[src/rtl/szcv_flag_unit_pkg.sv]
// rtl/szcv_flag_unit_pkg.sv - shared phase, condition, opcode and flag-bit definitions for the SZCV flag unit
package szcv_flag_unit_pkg;

   localparam int PH_EXEC = 0;
   localparam int PH_EVAL = 1;
   localparam int PH_PC   = 2;

   localparam logic [2:0] COND_BE  = 3'b000;
   localparam logic [2:0] COND_BLT = 3'b001;
   localparam logic [2:0] COND_BLE = 3'b010;
   localparam logic [2:0] COND_BNE = 3'b011;

   localparam logic [4:0] BR_OPC = 5'b10111;

   localparam int F_S = 3;
   localparam int F_Z = 2;
   localparam int F_C = 1;
   localparam int F_V = 0;

   typedef enum logic [1:0] {
      ST_IDLE    = 2'd0,
      ST_EVAL    = 2'd1,
      ST_RESOLVE = 2'd2
   } br_state_e;

   function automatic logic is_cond_branch(input logic [15:0] instr);
      return instr[15:11] == BR_OPC;
   endfunction

endpackage

[src/rtl/szcv_cond_eval.sv]
// rtl/szcv_cond_eval.sv - combinational {flags, cond} to branch-taken mapping
module szcv_cond_eval
   import szcv_flag_unit_pkg::*;
(
   input  logic [3:0] flags,
   input  logic [2:0] cond,
   output logic       taken
);

   logic s_xor_v;
   logic unused_carry;

   assign s_xor_v      = flags[F_S] ^ flags[F_V];
   assign unused_carry = flags[F_C];

   // Reserved encodings fall to the default and are never taken.
   always_comb begin
      taken = 1'b0;
      case (cond)
         COND_BE:  taken = flags[F_Z];
         COND_BLT: taken = s_xor_v;
         COND_BLE: taken = flags[F_Z] | s_xor_v;
         COND_BNE: taken = ~flags[F_Z];
         default:  taken = 1'b0;
      endcase
   end

endmodule

[src/rtl/szcv_flag_unit.sv]
// rtl/szcv_flag_unit.sv - SZCV flag register and registered conditional-branch decision
// Optional fused execute/evaluate flag bypass: SZCV_BYPASS_EN.
module szcv_flag_unit
   import szcv_flag_unit_pkg::*;
#(
   parameter int PHASES = 3
)
(
   input  logic              clk,
   input  logic              rst,
   input  logic [15:0]       instr,
   input  logic [PHASES-1:0] phase,
   input  logic              szcv_enable,
   input  logic [3:0]        alu_szcv,
   input  logic              stall,
   output logic [3:0]        flags,
   output logic              br_valid,
   output logic              br_taken
);

   br_state_e  state_q, state_d;
   logic [3:0] flags_q;
   logic [3:0] eval_src;
   logic       dec_q, dec_d;
   logic       valid_q, valid_d;
   logic       taken_q, taken_d;
   logic       ph_exec, ph_eval, ph_pc, phase_early;
   logic       eval_taken;
   logic       unused_bits;

   assign ph_exec     = phase[PH_EXEC];
   assign ph_pc       = phase[PH_PC] & ~phase[PH_EXEC] & ~phase[PH_EVAL];
   assign phase_early = phase[PH_EXEC] | phase[PH_EVAL];
   assign unused_bits = ^{instr[7:0], phase};

`ifdef SZCV_BYPASS_EN
   assign ph_eval  = phase[PH_EVAL];
   assign eval_src = (phase[PH_EXEC] & phase[PH_EVAL] & szcv_enable) ? alu_szcv : flags_q;
`else
   // A multi-hot phase behaves as execute only.
   assign ph_eval  = phase[PH_EVAL] & ~phase[PH_EXEC];
   assign eval_src = flags_q;
`endif

   szcv_cond_eval u_cond_eval (
      .flags (eval_src),
      .cond  (instr[10:8]),
      .taken (eval_taken)
   );

   always_comb begin
      state_d = state_q;
      dec_d   = dec_q;
      valid_d = valid_q;
      taken_d = taken_q;
      if (!stall) begin
         case (state_q)
            ST_IDLE: begin
               if (ph_eval && is_cond_branch(instr)) begin
                  state_d = ST_EVAL;
                  dec_d   = eval_taken;
               end
            end
            ST_EVAL: begin
               if (ph_pc) begin
                  state_d = ST_RESOLVE;
                  valid_d = 1'b1;
                  taken_d = dec_q;
               end else if (phase_early) begin
                  state_d = ST_IDLE;
               end
            end
            ST_RESOLVE: begin
               state_d = ST_IDLE;
               valid_d = 1'b0;
            end
            default: state_d = ST_IDLE;
         endcase
      end
   end

   always_ff @(posedge clk) begin
      if (rst) begin
         state_q <= ST_IDLE;
         flags_q <= 4'b0000;
         dec_q   <= 1'b0;
         valid_q <= 1'b0;
         taken_q <= 1'b0;
      end else begin
         state_q <= state_d;
         dec_q   <= dec_d;
         valid_q <= valid_d;
         taken_q <= taken_d;
         if (!stall && ph_exec && szcv_enable) begin
            flags_q <= alu_szcv;
         end
      end
   end

   assign flags    = flags_q;
   assign br_valid = valid_q;
   assign br_taken = taken_q;

endmodule

[config.mk]
export PLATFORM = sky130hd
export DESIGN_NAME = szcv_flag_unit
export DESIGN_NICKNAME = d
export VERILOG_FILES = /design/src/rtl/szcv_flag_unit_pkg.sv /design/src/rtl/szcv_cond_eval.sv /design/src/rtl/szcv_flag_unit.sv
export SDC_FILE = /design/constraint.sdc
export NUM_CORES = 1
export LEC_CHECK = 0
export CORE_MARGIN = 2
export CORE_UTILIZATION = 30
export CTS_CLUSTER_SIZE = 20
export DETAILED_ROUTE_END_ITERATION = 8
export HOLD_SLACK_MARGIN = 0.02
export PLACE_DENSITY = 0.7
export SYNTH_ARGS = -nofsm -noshare
export SYNTH_HDL_FRONTEND = slang
export SYNTH_SLANG_ARGS = --single-unit
export TNS_END_PERCENT = 20
[constraint.sdc]
create_clock -name clk -period 4.56 [get_ports clk]
set_clock_uncertainty 0.05 [all_clocks]
set_input_delay 0.456 -clock clk [delete_from_list [all_inputs] [get_ports clk]]
set_output_delay 0.456 -clock clk [all_outputs]
set_load 0.05 [all_outputs]
### Word level (Yosys, flattened, before mapping)

Index checks and enable logic that the tools add are counted.

| word-level totals | value |
|---|---|
| word-level logic and storage cells | 42 |
| register bits | 9 |
| input port bits | 27 |
| output and inout bits | 6 |

| cells by class | value |
|---|---|
| equal/unequal tests | 9 |
| mux-type cells | 7 |
| reductions and logical operators | 11 |
| bitwise operators | 10 |

Operator list:

| cell | count |
|---|---|
| $reduce_and 3->1 | 4 |
| $eq 3x2->1 const B | 2 |
| $mux 2 | 3 |
| $eq 5x5->1 const B | 1 |
| $ne 2x2->1 const B | 2 |
| $not 1->1 | 4 |
| $pmux 1 s4 | 1 |
| $pmux 2 s2 | 1 |
| $and 1x1->1 | 3 |
| $eq 3x1->1 const B | 1 |
| $logic_and 1x1->1 | 3 |
| $logic_not 3->1 | 1 |
| $ne 3x3->1 const B | 1 |
| $eq 2x1->1 const B | 1 |
| $eq 2x2->1 const B | 1 |
| $logic_not 2->1 | 1 |
| $or 1x1->1 | 2 |
| $pmux 1 s2 | 1 |
| $reduce_bool 2->1 | 1 |
| $logic_not 1->1 | 1 |
| $mux 1 | 1 |
| $xor 1x1->1 | 1 |

### Depth between registers and ports, before layout

| depth | value |
|---|---|
| depth in word-level cells | 5 |
| depth in mapped cells | 4 |
| gate-level depth less buffers | 3 |

### By module

A second synthesis with hierarchy kept.

| second synthesis, totals | value |
|---|---|
| cells, all modules | 46 |
| area, all modules | 424.2 µm² |

Modules (own cells, without submodules):

| module | sequential area each (µm²) | area each (µm²) | cells an instance | times used |
|---|---|---|---|---|
| szcv_flag_unit | 180.2 | 382.9 | 40 | 1 |
| szcv_cond_eval | 0.0 | 41.3 | 6 | 1 |

### Worst setup path after synthesis

OpenSTA, ideal clock, no wires.

| timing path | value |
|---|---|
| path type | in2reg |
| from | in stall |
| to | reg dec_q |
| setup time | 69 ps |
| cell stages on the path | 3 |
| slack | 2,911 ps |
| arrival | 1,530 ps |
| required time | 4,441 ps |
| path buffers | 0 |
| path through | or4_4 or4b_1 o21ai_1 |

| between the ends | value |
|---|---|
| word-level cells in the longest chain between the ends | 2 |

RTL lines:

| item | line | text |
|---|---|---|
| start, declared | szcv_flag_unit.sv:15 | `input logic stall,` |
| $not 1->1 (no line) | -- |  |
| $reduce_and 3->1 (no line) | -- |  |
| end signal, assigned | szcv_flag_unit.sv:86 | `dec_q <= 1'b0;` |
| end signal, assigned | szcv_flag_unit.sv:91 | `dec_q <= dec_d;` |
| end, declared | szcv_flag_unit.sv:24 | `logic dec_q, dec_d;` |

No other way between the ends.
A chain may end at the register's enable or synchronous reset.

### Final worst setup path

Same ends and word-level chain as after synthesis.

==> metrics.txt <==
CTS Hold Buffers Added=0; end of the worst register-to-register path=dec_q; placed cells=86; clock latency reported for the late side of the worst-skew pair=0.26 ns; Post-synth ARST share=0%; post-detail-place hpwl=819 um; overall power after layout=175 uW; initial antenna violation count=0; number of synthesized register bits=9; Pwr per Cell Area=246 mW/mm2; Post-route DRC=0; path category of the worst min-delay check=flip-flop to flip-flop; Worst-Margin Slew=0.502 ns; total wirelength of the detailed-routed design=1010 um; most frequent cells in the layout=clkdlybuf4s50_1 (24), dfxtp_1 (9), nor2_1 (5), a21oi_1 (4), mux2i_1 (4); starting density of the core=32.7%; number of sinks driven by the clock tree=9; H-tree level count=1; part of the Yosys area used for sequential elements=41.9%; CTS tree=built; count of buffer and inverter cells on the critical path=1; static leakage=0.000278 uW; predominant post-synthesis flop cell=dfxtp_1; r2r worst-path depth=3; CP max FO=6; mean instance size in the synthesized netlist=8.97 um2; Stages on worst setup path=4; number of instances in the synthesized netlist=48; final cycle utilization of the critical path=43.3%; vias per cell=4.97; Ys Warns=0; fraction of final layout cells sized beyond drive strength 1=8.00%; Final #Nets=103; Final Slew Violations=0; pin count of the biggest net entering global routing=11; Distinct cells, synth=24; RePlAce Congestion=0.676; total setup buffers inserted after CTS=0; horizontal extent of the die=41.9 um; largest buffer count on any clock path=2; Min Clock Period, post-route=1.97 ns; number of violations of the max-capacitance limit=0; startpoint type of the worst setup path=input port; wire length of the first global-routing pass=1820 um; beginning of the worst register-to-register path=state_q[1]; count of instances resized after the clock tree is built=0; vias after detailed routing=447; gr ovfl total=0; cell at the root of the clock tree=clkbuf_4; number of buffers created by CTS=3; hold slack final=0.420 ns; leading cell type in the layout, fill and taps excluded=clkdlybuf4s50_1; CP max stage cell=or4b_1; slowest cell delay on critical path=0.53 ns; setup repair after global routing missed its margin=false; Post-Route Setup TNS=0 ns; CP delay by family, top=simple AND/OR/NAND/NOR gates; Min-Delay Path Depth=2; slack of the worst reg-to-reg path=2.91 ns; Hold Path Sink=br_valid; Critical Path End Type=flip-flop; count of standard-cell rows=13; clock slew seen by the registers of the worst setup and hold paths=0.06 ns; final count of negative-setup-slack endpoints=0; Area growth, synth to finish=65.4%; area of the die=0.00175 mm2; number of flops mapped to enable cells by yosys=0; count of final hold-check violations=0; antenna diode count=0; number of buffers inserted by port buffering=24; critical hold path startpoint=br_valid; via count of the first global-routing pass=482; synthesized cell area=430 um2; headroom to the max-slew limit=66.4%; outcome=finished clean; number of top-level design ports=33; Die Height=41.9 um; filler cell count=137; wire per inst=11.2 um; timing-limited maximum frequency=0.506 GHz; signal arrival time at the worst endpoint=2.12 ns; initial detailed-routing violation count=2; number of standard cells in the final layout excluding fillers=90; peak ir drop on the vdd network=0.000145 V; Crit path required time=4.70 ns; Syn Nets=75; DRT Pass-1 Iters=2; overall fraction of global-route tracks in use=13.8%; Core Box Area=0.00132 mm2; category of the critical setup timing path=input port to flip-flop; remaining number of nets flagged by the antenna check after routing=0; sequence of cells on the critical path=clkdlybuf4s50_1 -> or4_4 -> or4b_1 -> o21ai_1
-- routing by layer --
| layer | track usage (%) | part of all wire [%] | up-vias |
|---|---|---|---|
| li1 | - | - | 228 |
| met1 | 14.3 | 41 | 200 |
| met2 | 24.1 | 51 | 17 |
| met3 | 3.48 | 6.9 | 2 |
| met4 | 9.68 | 0.40 | 0 |
| met5 | 0 | 0 | - |
-- worst min-delay path, delay by kind of cell, from the launching register on --
kind,cells,cell delay (ns)
flip-flops,1,0.31
AO/OA/AOI/OAI,2,0.12
-- where the power goes --
part           internal (uW)  leakage, uW  switching (uW)
clock network           33.7    0.0000150            27.4
logic                   19.9     0.000190            13.2
registers               79.8    0.0000728            1.02
total                    133     0.000278            41.6
-- how the worst max path moves through the flow --
| stage | end | slack [ns] | start |
|---|---|---|---|
| 2_1_floorplan | dec_q | 2.91 | stall |
| 3_3_place_gp | dec_q | 2.35 | stall |
| 3_5_place_dp | dec_q | 2.32 | stall |
| 4_1_cts | flags[2] | 2.58 | flags[2] |
| 5_1_grt | dec_q | 2.55 | stall |
| 6_report | dec_q | 2.59 | stall |
-- registers in the layout, summed over array words and instances, names as in the netlist --
| name | count |
|---|---|
| br_valid | 1 |
| state_q | 2 |
| br_taken | 1 |
| dec_q | 1 |
| flags | 4 |
-- stage by stage --
step / util [%] / setup slack [ns] / instance area [um2]
2_1_floorplan: - / 2.91 / 430
3_3_place_gp: 52.0 / 2.35 / 686
3_5_place_dp: 52.0 / 2.32 / 686
4_1_cts: 54.0 / 2.58 / 712
5_1_grt: 54.0 / 2.55 / 712
6_report: 54.0 / 2.59 / 712
-- Yosys cell counts, types with 2 or more instances --
| cell type | count | area share (%) |
|---|---|---|
| xor2_1 | 2 | 4.1 |
| nor2_1 | 5 | 4.4 |
| a21oi_1 | 4 | 4.7 |
| dfxtp_1 | 9 | 42 |
| inv_1 | 3 | 2.6 |
| nor2b_1 | 2 | 2.9 |
| mux2i_1 | 4 | 9.3 |
| o31ai_1 | 2 | 3.5 |
| nand2_1 | 2 | 1.7 |
-- area by class of cell --
type	instances	area [um2]	share of cell area (%)
well taps	15	18.8	2.64
multi-input cells	35	235	33.0
repair buffers	24	240	33.7
flip-flops and latches	9	180	25.3
inverters	3	11.3	1.58
clock buffers	4	26.3	3.69
-- logic make-up after synthesis --
logic type	share of synthesized area, %
buffers and inverters	3.49
xor gates and xnor gates	4.07
AOI/OAI and AO/OA	14.5
DFF	41.9
muxes	9.30
and+or+nand+nor	26.7
No activity file was read; power rests on OpenSTA's default activity.
==> edit 1 (same flow settings) <==
The 3 states of `br_state_e` get a one-hot encoding in 3 bits.
--- a/src/rtl/szcv_flag_unit_pkg.sv
+++ b/src/rtl/szcv_flag_unit_pkg.sv
@@ -19,6 +19,6 @@
 
-   typedef enum logic [1:0] {
-      ST_IDLE    = 2'd0,
-      ST_EVAL    = 2'd1,
-      ST_RESOLVE = 2'd2
+   typedef enum logic [2:0] {
+      ST_IDLE    = 3'b001,
+      ST_EVAL    = 3'b010,
+      ST_RESOLVE = 3'b100
    } br_state_e;
Function: no difference found for any inputs over 10 cycles, from zero or initial values and one cycle with rst high; not proved beyond that.
==> edit 1 against the unedited design <==
Sequential power increased by 11%; power increased by 15%; via count increased by 9.8%; sequential share of layout area increased by 0.71 points; wire length increased by 17%; area after synthesis increased by 11%; maximum frequency decreased by 5.1%; sequential cell count increased by 1; first-iteration DRC count increased to 5.5 times the old value; setup slack got worse by 0.11 ns; cell count increased by 5.6%; critical path depth unchanged; cell area increased by 8.1%; critical path type unchanged; critical endpoint unchanged; highest routed layer unchanged.
==> edit 1: results (changes against the unedited design) <==
metric;value;unit;change
worst vdd ir;0.1284;mV;was 0.1446 mV
Routed WL per cell;12.42;um;was 11.23 um
Net Count, Synth;79;;was 75
ratio of cells with drive above 1 in the final layout;7.595;%;was 8.000%
DR vias/cell;5.168;;was 4.967
asr flop ratio synth;0;%;unchanged
I/O Buffers;24;;unchanged
H-tree depth;1;;unchanged
Gate Count Post-Synth;52;;was 48
Reg clk slew, reported paths;0.07;ns;
GRT Total Usage;12.33;%;was 13.85%
cts bufs inserted;3;;unchanged
commonest cells in the synthesized netlist;dfxtp_1, nor2_1, a21oi_1, mux2i_1, nand2_1;;was dfxtp_1, nor2_1, a21oi_1, mux2i_1, inv_1
Max stage delay on crit path;0.51;ns;was 0.53 ns
# setup viols final;0;;unchanged
dpl hpwl;899.5;um;was 818.8 um
pre-CTS setup slack;2.202;ns;was 2.323 ns
Min-Delay Path Class;reg2reg;;unchanged
Ys Warns;0;;unchanged
synth top area cells;dfxtp_1, mux2i_1, a21oi_1;;unchanged
max reg flops;4;;unchanged
initial DRC count;11;;was 2
vias in the first global route;448;;was 482
Placement Cell Area;733.2;um2;was 685.7 um2
library cells used by synthesis;21;;was 24
LEAKAGE;0.0003029;uW;was 0.0002775 uW
First-pass DRT Iterations;4;;was 2
Routability Congestion;0.7795;;was 0.6756
register area share after synthesis;41.99;%;was 41.86%
Worst Path Max Fanout;7;;was 6
DRC viols;0;;unchanged
slowest stage cell on the critical path;clkdlybuf4s50_1;;was or4b_1
final net count;107;;was 103
Slew HR;66.32;%;was 66.41%
global-route wire length before repair;1745;um;was 1821 um
outcome;complete, no violations;;unchanged
Arrival @ worst endpoint;2.20;ns;was 2.12 ns
CTS root buf;clkbuf_4;;unchanged
largest net degree at the start of global routing;12;;was 11
Placed Cells;91;;was 86
antenna violations before repair;0;;unchanged
fillcell total;146;;was 137
post-cts gate resize count;0;;unchanged
vias;491;;was 447
-- edit 1: changes by cell type after synthesis, sizes merged, moves of 2 or more --
cell    delta
o41ai      +2
nand2      +2
inv        -2
nand2b     +2
nor2       +3
o31ai      -2
a21oi      +2
nor2b      -2
xor2       -2
-- edit 1: kinds of logic (layout without fill, tap and decap cells) --
group,after synthesis,in the layout,synth area share [%]
mux,5,5,10.50
xor+xnor,1,1,1.838
compound gates,12,12,17.33
buf+inv,2,29,1.573
flops,10,10,41.99
simple gates,22,22,26.77
-- edit 1: final timing paths --
kind | startpoint | end | slack, ns | depth (start not counted)
hold / removal | br_valid | br_valid | 0.43 | 2
setup / recovery | stall | dec_q | 2.48 | 4
setup reg to reg | state_q[0] | dec_q | 2.84 | 3
hold reg to reg | br_valid | br_valid | 0.43 | 2
-- edit 1: metal layers --
layer | GRT usage, % | up-vias | wire (um)
met4 | 5.455 | 0 | 10
met3 | 4.167 | 2 | 81
li1 | - | 247 | -
met1 | 13.64 | 222 | 535
met5 | 0 | - | 0
met2 | 21.18 | 20 | 552
-- edit 1: worst min-delay path, delay by kind of cell (launching register included) --
| kind | cells | cell delay (ns) |
|---|---|---|
| flops | 1 | 0.31 |
| compound gates | 2 | 0.12 |
-- edit 1: final cells by class --
cell class,count,area [um2],share of cell area [%]
Clock buffer,4,36.28,4.715
Inverter,1,3.754,0.4878
Multi-Input combinational cell,40,269.0,34.96
Sequential cell,10,200.2,26.02
Tap cell,16,20.02,2.602
Timing Repair Buffer,24,240.2,31.22
-- edit 1: through the flow --
stage	utilization [%]	power [uW]	hold slack, ns
3_5_place_dp	48.67	125.3	0.4213
5_1_grt	51.08	211.2	0.4756
3_3_place_gp	48.67	124.7	0.4095
4_1_cts	51.08	205.2	0.4350
6_report	51.08	201.7	0.4336
2_1_floorplan	-	104.1	0.4108
-- edit 1: where the power goes --
part           switching [uW]  total [uW]  internal, uW
Clock                    30.0        78.4          48.5
Sequential               1.19        89.9          88.7
Combinational            13.7        33.5          19.8
==> edit 2 (same settings) <==
Without the edit above. The option `SZCV_BYPASS_EN` is turned on by a define.
--- a/src/rtl/szcv_flag_unit.sv
+++ b/src/rtl/szcv_flag_unit.sv
@@ -2,2 +2,4 @@
 // Optional fused execute/evaluate flag bypass: SZCV_BYPASS_EN.
+`define SZCV_BYPASS_EN
+
 module szcv_flag_unit
Function: changed (Yosys sat finds a counterexample within 4 cycles, from zero or initial values and one cycle with rst high).
==> edit 2 against the unedited design <==
Utilization is 0.28 points lower; clock power grew 4.7%; area after synthesis rose by 0.87%; maximum frequency up 0.94%; critical path depth shrank 3; setup slack better by 0.018 ns; non-clock buffer count unchanged; register-to-register slack improved by 0.16 ns; wire length increased by 10%; sequential cell count unchanged; power grew 2.5%; cell area up 0.70%; first-iteration DRC count rose to 3.0 times the old value; highest routed layer unchanged.
==> edit 2: results (changes against the unedited design) <==
metric;value;unit;change
outcome;complete, no violations;;unchanged
asr flop ratio synth;0;%;unchanged
Reg clk slew, reported paths;0.07;ns;
flop2flop setup slack;3.07;ns;was 2.91 ns
LEAKAGE;0.0002835;uW;was 0.0002775 uW
Worst Hold Slack;0.4247;ns;was 0.4196 ns
antenna violations before repair;0;;unchanged
Final Hold Fails;0;;unchanged
diode count;0;;unchanged
I/O Buffers;24;;unchanged
library cells used by synthesis;19;;was 24
hold depth;2;;unchanged
hold_buf cts;0;;unchanged
commonest cells in the synthesized netlist;dfxtp_1, nor2_1, mux2i_1, a21oi_1;;was dfxtp_1, nor2_1, a21oi_1, mux2i_1, inv_1
clk buf depth;2;;unchanged
Synth Flop Type;dfxtp_1;;unchanged
slowest stage cell on the critical path;clkdlybuf4s50_1;;was or4b_1
post-CTS setup buffers;0;;unchanged
synth top area cells;dfxtp_1, mux2i_1, nor2_1;;was dfxtp_1, mux2i_1, a21oi_1
cts bufs inserted;3;;unchanged
Arrival @ worst endpoint;1.45;ns;was 2.12 ns
DR vias/cell;5.067;;was 4.967
global-route wire length before repair;1773;um;was 1821 um
register area share after synthesis;41.50;%;was 41.86%
initial DRC count;6;;was 2
post-cts gate resize count;0;;unchanged
H-tree depth;1;;unchanged
Routability Congestion;0.6997;;was 0.6756
final net count;103;;unchanged
Routed WL per cell;12.37;um;was 11.23 um
r2r endpoint;dec_q;;unchanged
Max stage delay on crit path;0.82;ns;was 0.53 ns
Min-Delay Path Class;reg2reg;;unchanged
hold path endpoint;br_valid;;unchanged
worst reg2reg startpoint;state_q[0];;was state_q[1]
largest net degree at the start of global routing;10;;was 11
Net Count, Synth;75;;unchanged
Slew HR;66.57;%;was 66.41%
vias in the first global route;428;;was 482
fillcell total;139;;was 137
GRT Total Usage;13.71;%;was 13.85%
max reg flops;4;;unchanged
worst vdd ir;0.2010;mV;was 0.1446 mV
Clk Latency, worst-skew pair;0.27;ns;
Hold Crit Start;br_valid;;unchanged
Net Sw Power;46.57;uW;was 41.64 uW
Ys Warns;0;;unchanged
Placement Cell Area;689.4;um2;was 685.7 um2
FF-to-FF path depth;3;;unchanged
First-pass DRT Iterations;5;;was 2
CTS root buf;clkbuf_4;;unchanged
Worst Path Max Fanout;3;;was 6
max-slew violation count;0;;unchanged
ratio of cells with drive above 1 in the final layout;8.000;%;unchanged
Crit path max-delay family;buffers and inverters;;was simple AND/OR/NAND/NOR gates
[edit 2: cell types whose count changed in the layout (fill, tap and decap cells not counted), sizes merged, moves of 2 or more]
cell and change:
nor2b -2, nor2 +3, xnor2 +2, mux2i +2
[edit 2: power by group through the flow]
stage	Sequential, uW	Combinational (uW)	Clock, uW
after floorplan	86.7	8.77	0
after global placement	82.7	34.1	0
after detailed placement	82.7	34.6	0
after CTS	80.9	34.8	65.1
after global routing	81.0	36.9	69.8
final	80.9	34.5	64.0
[edit 2: worst max-delay path by stage]
stage,slack [ns],to,cells after the start,start
6_report,2.60,flags[0],1,flags[0]
4_1_cts,2.59,flags[0],1,flags[0]
3_5_place_dp,2.43,dec_q,5,phase[1]
2_1_floorplan,3.03,dec_q,4,szcv_enable
5_1_grt,2.55,flags[0],1,flags[0]
3_3_place_gp,2.45,dec_q,5,phase[1]
[edit 2: stage by stage]
stage	cells	util, %	worst slack, ns
floorplan	48	-	3.032
global placement	86	51.69	2.445
detailed placement	86	51.69	2.432
CTS	90	53.75	2.586
global route	90	53.75	2.550
finish	90	53.75	2.604
[edit 2: cell type report]
cell class              instances  area share [%]
clock buffers                   3           3.141
clock inverters                 1          0.6981
inverters                       2           1.047
multi-input cells              36           33.86
flip-flops and latches          9           25.13
well taps                      15           2.618
repair buffers                 24           33.51
[edit 2: cell families (layout without fill, tap and decap cells)]
family / Yosys count / in the layout / share of synthesized area, %
muxes: 7 / 7 / 16.43
buffers and inverters: 3 / 30 / 2.593
DFF: 9 / 9 / 41.50
AOI/OAI and AO/OA: 8 / 8 / 11.53
xor gates and xnor gates: 3 / 3 / 6.053
and+or+nand+nor: 18 / 18 / 21.90
[edit 2: routing by layer]
| layer | GRT usage, % | share of wire, % | vias to the layer above |
|---|---|---|---|
| met5 | 0 | 0 | - |
| met4 | 13.13 | 4.1 | 0 |
| met3 | 3.879 | 10 | 4 |
| met2 | 21.88 | 45 | 20 |
| met1 | 14.17 | 41 | 202 |
| li1 | - | - | 230 |
